`src/rtl/register_file.sv`:
```
// Architectural integer register file with per-register rename tags.
// Combinational operand reads forward a same-cycle matching commit; x0 is hardwired to zero.
module register_file #(
    parameter int REG_NUM   = 32,
    parameter int REG_WIDTH = 5,
    parameter int VAL_WIDTH = 32,
    parameter int ID_WIDTH  = 4
) (
    input  logic                 clk,
    input  logic                 rst_in,
    input  logic                 rdy_in,
    input  logic                 rename_en,
    input  logic [REG_WIDTH-1:0] rename_rd,
    input  logic [ID_WIDTH-1:0]  rename_tag,
    input  logic                 commit_en,
    input  logic [REG_WIDTH-1:0] commit_rd,
    input  logic [VAL_WIDTH-1:0] commit_res,
    input  logic [ID_WIDTH-1:0]  commit_lab,
    input  logic                 flush_in,
    input  logic [REG_WIDTH-1:0] rs1,
    input  logic [REG_WIDTH-1:0] rs2,
    output logic [ID_WIDTH-1:0]  rf_label1,
    output logic [VAL_WIDTH-1:0] rf_val1,
    output logic [ID_WIDTH-1:0]  rf_label2,
    output logic [VAL_WIDTH-1:0] rf_val2
);

    logic [VAL_WIDTH-1:0] val_q   [REG_NUM];
    logic [VAL_WIDTH-1:0] val_d   [REG_NUM];
    logic [ID_WIDTH-1:0]  label_q [REG_NUM];
    logic [ID_WIDTH-1:0]  label_d [REG_NUM];

    logic commit_ok;
    logic rename_ok;

    assign commit_ok = commit_en && (commit_rd != '0);
    assign rename_ok = rename_en && (rename_rd != '0);

    always_comb begin
        for (int i = 0; i < REG_NUM; i++) begin
            val_d[i]   = val_q[i];
            label_d[i] = label_q[i];
        end
        if (rdy_in) begin
            if (commit_ok) begin
                val_d[commit_rd] = commit_res;
                // Only the matching producer releases the tag; a younger rename keeps ownership.
                if (label_q[commit_rd] == commit_lab) begin
                    label_d[commit_rd] = '0;
                end
            end
            if (flush_in) begin
                for (int i = 0; i < REG_NUM; i++) begin
                    label_d[i] = '0;
                end
            end else if (rename_ok) begin
                label_d[rename_rd] = rename_tag;
            end
        end
        val_d[0]   = '0;
        label_d[0] = '0;
    end

    always_ff @(posedge clk) begin
        if (rst_in) begin
            for (int i = 0; i < REG_NUM; i++) begin
                val_q[i]   <= '0;
                label_q[i] <= '0;
            end
        end else begin
            for (int i = 0; i < REG_NUM; i++) begin
                val_q[i]   <= val_d[i];
                label_q[i] <= label_d[i];
            end
        end
    end

    logic fwd1;
    logic fwd2;

    // Same-cycle renames are never visible here; issue reads sources before its own rename lands.
    assign fwd1 = rdy_in && commit_en && (commit_rd == rs1) && (rs1 != '0)
                  && (label_q[rs1] == commit_lab);
    assign fwd2 = rdy_in && commit_en && (commit_rd == rs2) && (rs2 != '0)
                  && (label_q[rs2] == commit_lab);

    always_comb begin
        rf_label1 = label_q[rs1];
        rf_val1   = val_q[rs1];
        rf_label2 = label_q[rs2];
        rf_val2   = val_q[rs2];
        if (fwd1) begin
            rf_label1 = '0;
            rf_val1   = commit_res;
        end
        if (fwd2) begin
            rf_label2 = '0;
            rf_val2   = commit_res;
        end
        if (rs1 == '0) begin
            rf_label1 = '0;
            rf_val1   = '0;
        end
        if (rs2 == '0) begin
            rf_label2 = '0;
            rf_val2   = '0;
        end
    end

endmodule
```
`config.mk`:
```
export PLATFORM = sky130hd
export DESIGN_NAME = register_file
export DESIGN_NICKNAME = d
export VERILOG_FILES = /design/src/rtl/register_file.sv
export SDC_FILE = /design/constraint.sdc
export NUM_CORES = 2
export LEC_CHECK = 0
export CORE_MARGIN = 2
export CORE_UTILIZATION = 45
export DETAILED_ROUTE_END_ITERATION = 8
export GPL_ROUTABILITY_DRIVEN = 0
export PLACE_DENSITY = 0.66
export SETUP_SLACK_MARGIN = 0.5
export SLEW_MARGIN = 5
export SYNTH_ARGS = -nofsm -noshare
export SYNTH_HDL_FRONTEND = slang
export SYNTH_SLANG_ARGS = --single-unit
```
`constraint.sdc`:
```
create_clock -name clk -period 11.4 [get_ports clk]
set_input_delay 1.71 -clock clk [delete_from_list [all_inputs] [get_ports clk]]
set_output_delay 1.71 -clock clk [all_outputs]
set_load 0.01 [all_outputs]
```
==> reports/metrics.cfg <==
[routing]
drt_iter0_drc = 9005
ant_nets = 0
vias = 53050
firstDrtPassIters = 6
via_per_inst = 6.701
route.detailed.drc = 0
wire_per_inst_um = 29.61
wirelength_um = 234400

[floorplan]
core-area_um2 = 129800
fp-row-count = 132
die_h_um = 366.1
io_pins = 138
initial_core_util = 0.4544
die_width_um = 366.1
dieArea_um2 = 134000

[timing]
slew_headroom = 0.08044
finalSetupViolCount = 0
fin_skew_ns = 0.01167
grt_setup_unrepaired = no
slew_viol_final = 0
min_period_ns = 8.075
fin_crit_sh = 0.7084
tightestPinTransition_ns = 1.377
fin_setup_tns_ns = 0
hold_violations = 0
max_freq_ghz = 0.1238

[cts]
clk_pin_slew_ns = 0.06
post_cts.repair.setup_buffers = 0
cts.path.max_buffers = 3
ctsResizeCount = 0
clock_latency_ns = 0.76
clock_sinks = 1116
hold_buffers = 0
cts_tree = done
cts_root_buf = clkbuf_16
h-tree-depth = 3
cts_buffers = 115

[final_layout]
fillers = 11720
area_growth_pct = 11.16
drive_gt1_frac = 0.2026
nets = 6136

[power_and_ir_drop]
comb_power_share = 0.075
p_switching_w = 0.002228
p_int_w = 0.006580
clkPwrFrac = 0.479
p_per_area_nw_per_um2 = 134.3
p_total_w = 0.008809
swShare = 0.2530
seqPwrFrac = 0.446
ir_drop_mv = 0.1196
power.leakage_nw = 20.93

[worst_setup_path]
r2r_end = label_q[16][3]
crit_path_end_kind = primary output
worstSetupPathType = input port to primary output
cp_data_arrival_time_ns = 6.37
cp_data_required_time_ns = 9.69
r2r_slack_ns = 8.21
critPathLaunchType = input port
critPathMaxFanout = 44
rr_startpoint = label_q[30][1]
rr_worst_depth = 9

[global_route]
use_met1 = 0.4450
antenna_found_initial = 3
grtUsageTotal = 0.3394
grt_pass1_wl_um = 339300
grt_remaining_overflow = 0
grt_pass1_vias = 50300
grtUsageMet2 = 0.4983
busiest_layer = met2
grt_max_degree = 230
use_met3 = 0.09436

[synthesis]
yosysWarnings = 0
ys_async_sr_fraction = 0
synth-main-ff-cell = dfxtp_1
synth_compound_area_frac = 0.1285
synth_edf_count = 0
yosys-top-cells-count = nand2_1, dfxtp_1, a21oi_1
synthMuxAreaShare = 0.2917
syn_area_um2 = 58990
synthTopCellsByArea = dfxtp_1, mux4_2, nand2_1
syn_avg_cell_area_um2 = 9.289
synthXorXnorAreaFrac = 0.002673
synth_top_area_share = 0.3787
yosys.area.top_type = dfxtp_1
ys_types = 62
postSynthCellCount = 6350
synth_top_family_by_area = multiplexers
synthAdderAreaFrac = 0
ys_ff_latch = 1116
seq_area_frac_synth = 0.3787
synth_fp_nets = 6416
yosys.area_share.simple = 0.1527
yosysMostFrequentCell = nand2_1

[placement]
dp_hpwl_um = 127700
io_buffers = 137

[worst_hold_path]
min_to = val_q[15][30]
min_path_type = flip-flop to flip-flop
hp-start = val_q[15][30]
timing.hold.worst_path_depth = 2

[outcome]
status = finished, final reports clean

[job]
maxCapViolCount = 0

[placed cells by master, fill, tap and decap left out, types with 8 or more instances in the layout]
cell and count:
nand2_1 2089, buf_4 143, a22oi_1 13, nor2_1 33, dfxtp_1 1116, a41oi_1 27, clkbuf_8 17, xnor2_1 9
nand2_2 29, a21oi_1 1029, nor2_4 31, and3_1 11, mux2i_1 91, nand3b_1 8, xor2_1 9, mux2_4 10
a22o_1 88, and2_1 14, nor2b_1 12, clkbuf_1 18, bufinv_16 21, nand3_1 10, mux2_2 169, o22ai_1 22
clkinv_2 25, clkinvlp_4 11, clkbuf_16 116, nor3_1 20, clkdlybuf4s50_1 125, mux4_2 632, o21ai_0 8, o2bb2ai_1 96
[metrics by stage]
stage	hold slack (ns)	worst slack, ns	util	cell area [um^2]	instances
detailed placement	0.4571	3.347	0.4727	61360	7695
CTS	0.4654	3.347	0.5050	65560	7913
global route	0.4825	3.079	0.5050	65560	7913
floorplan	0.4429	5.086	-	58990	6350
global placement	0.4483	3.375	0.4727	61360	7695
finish	0.4646	3.325	0.5051	65570	7917
[power by group through the flow]
stage,Clock (W),Sequential [W],Combinational (W)
6_report,0.00422,0.00393,0.000660
5_1_grt,0.00437,0.00393,0.000679
4_1_cts,0.00421,0.00393,0.000639
3_5_place_dp,0,0.00401,0.000637
3_3_place_gp,0,0.00401,0.000634
2_1_floorplan,0,0.00401,0.000430
[cell type report]
type / count / area (um^2) / area share
diodes: 4 / 10.01 / 0.0001527
well taps: 1742 / 2180 / 0.03324
clock buffers: 151 / 3204 / 0.04887
inverters: 8 / 37.54 / 0.0005725
repair buffers: 279 / 2496 / 0.03807
clock inverters: 67 / 992.2 / 0.01513
flip-flops and latches: 1116 / 22340 / 0.3407
multi-input cells: 4550 / 34310 / 0.5232
[critical path: stages]
cell and delay (ns):
clkdlybuf4s50_1 0.39, buf_4 0.24, inv_6 0.67, mux2i_1 0.44
o32ai_1 0.15, a21oi_1 0.25, xnor2_1 0.16, or4_2 1.26
mux2_4 0.53, clkdlybuf4s50_1 0.49
[worst max path at each step]
| stage | from | end | slack (ns) | cells after the start |
|---|---|---|---|---|
| floorplan | rs1[0] | rf_val1[0] | 5.09 | 9 |
| global placement | rs2[0] | rf_val2[16] | 3.38 | 8 |
| detailed placement | rs2[0] | rf_val2[16] | 3.35 | 8 |
| CTS | rs2[0] | rf_val2[15] | 3.35 | 8 |
| global route | rs2[0] | rf_val2[15] | 3.08 | 11 |
| finish | rs1[2] | rf_val1[17] | 3.32 | 10 |
[per-layer routing]
metal  vias up  share of wire
met5         -       0.000043
met1     25950           0.36
li1      22010              -
met4         2          0.067
met3       934           0.14
met2      4151           0.43
[state kept, by name, indices dropped and copies added (netlist names)]
signal and count:
val_q 992, label_q 124
[cell families after synthesis]
group	Yosys count
buf+inv	684
flops	1116
simple gates	2309
xor+xnor	18
mux	903
compound gates	1320
No activity file was read; power rests on OpenSTA's default activity.
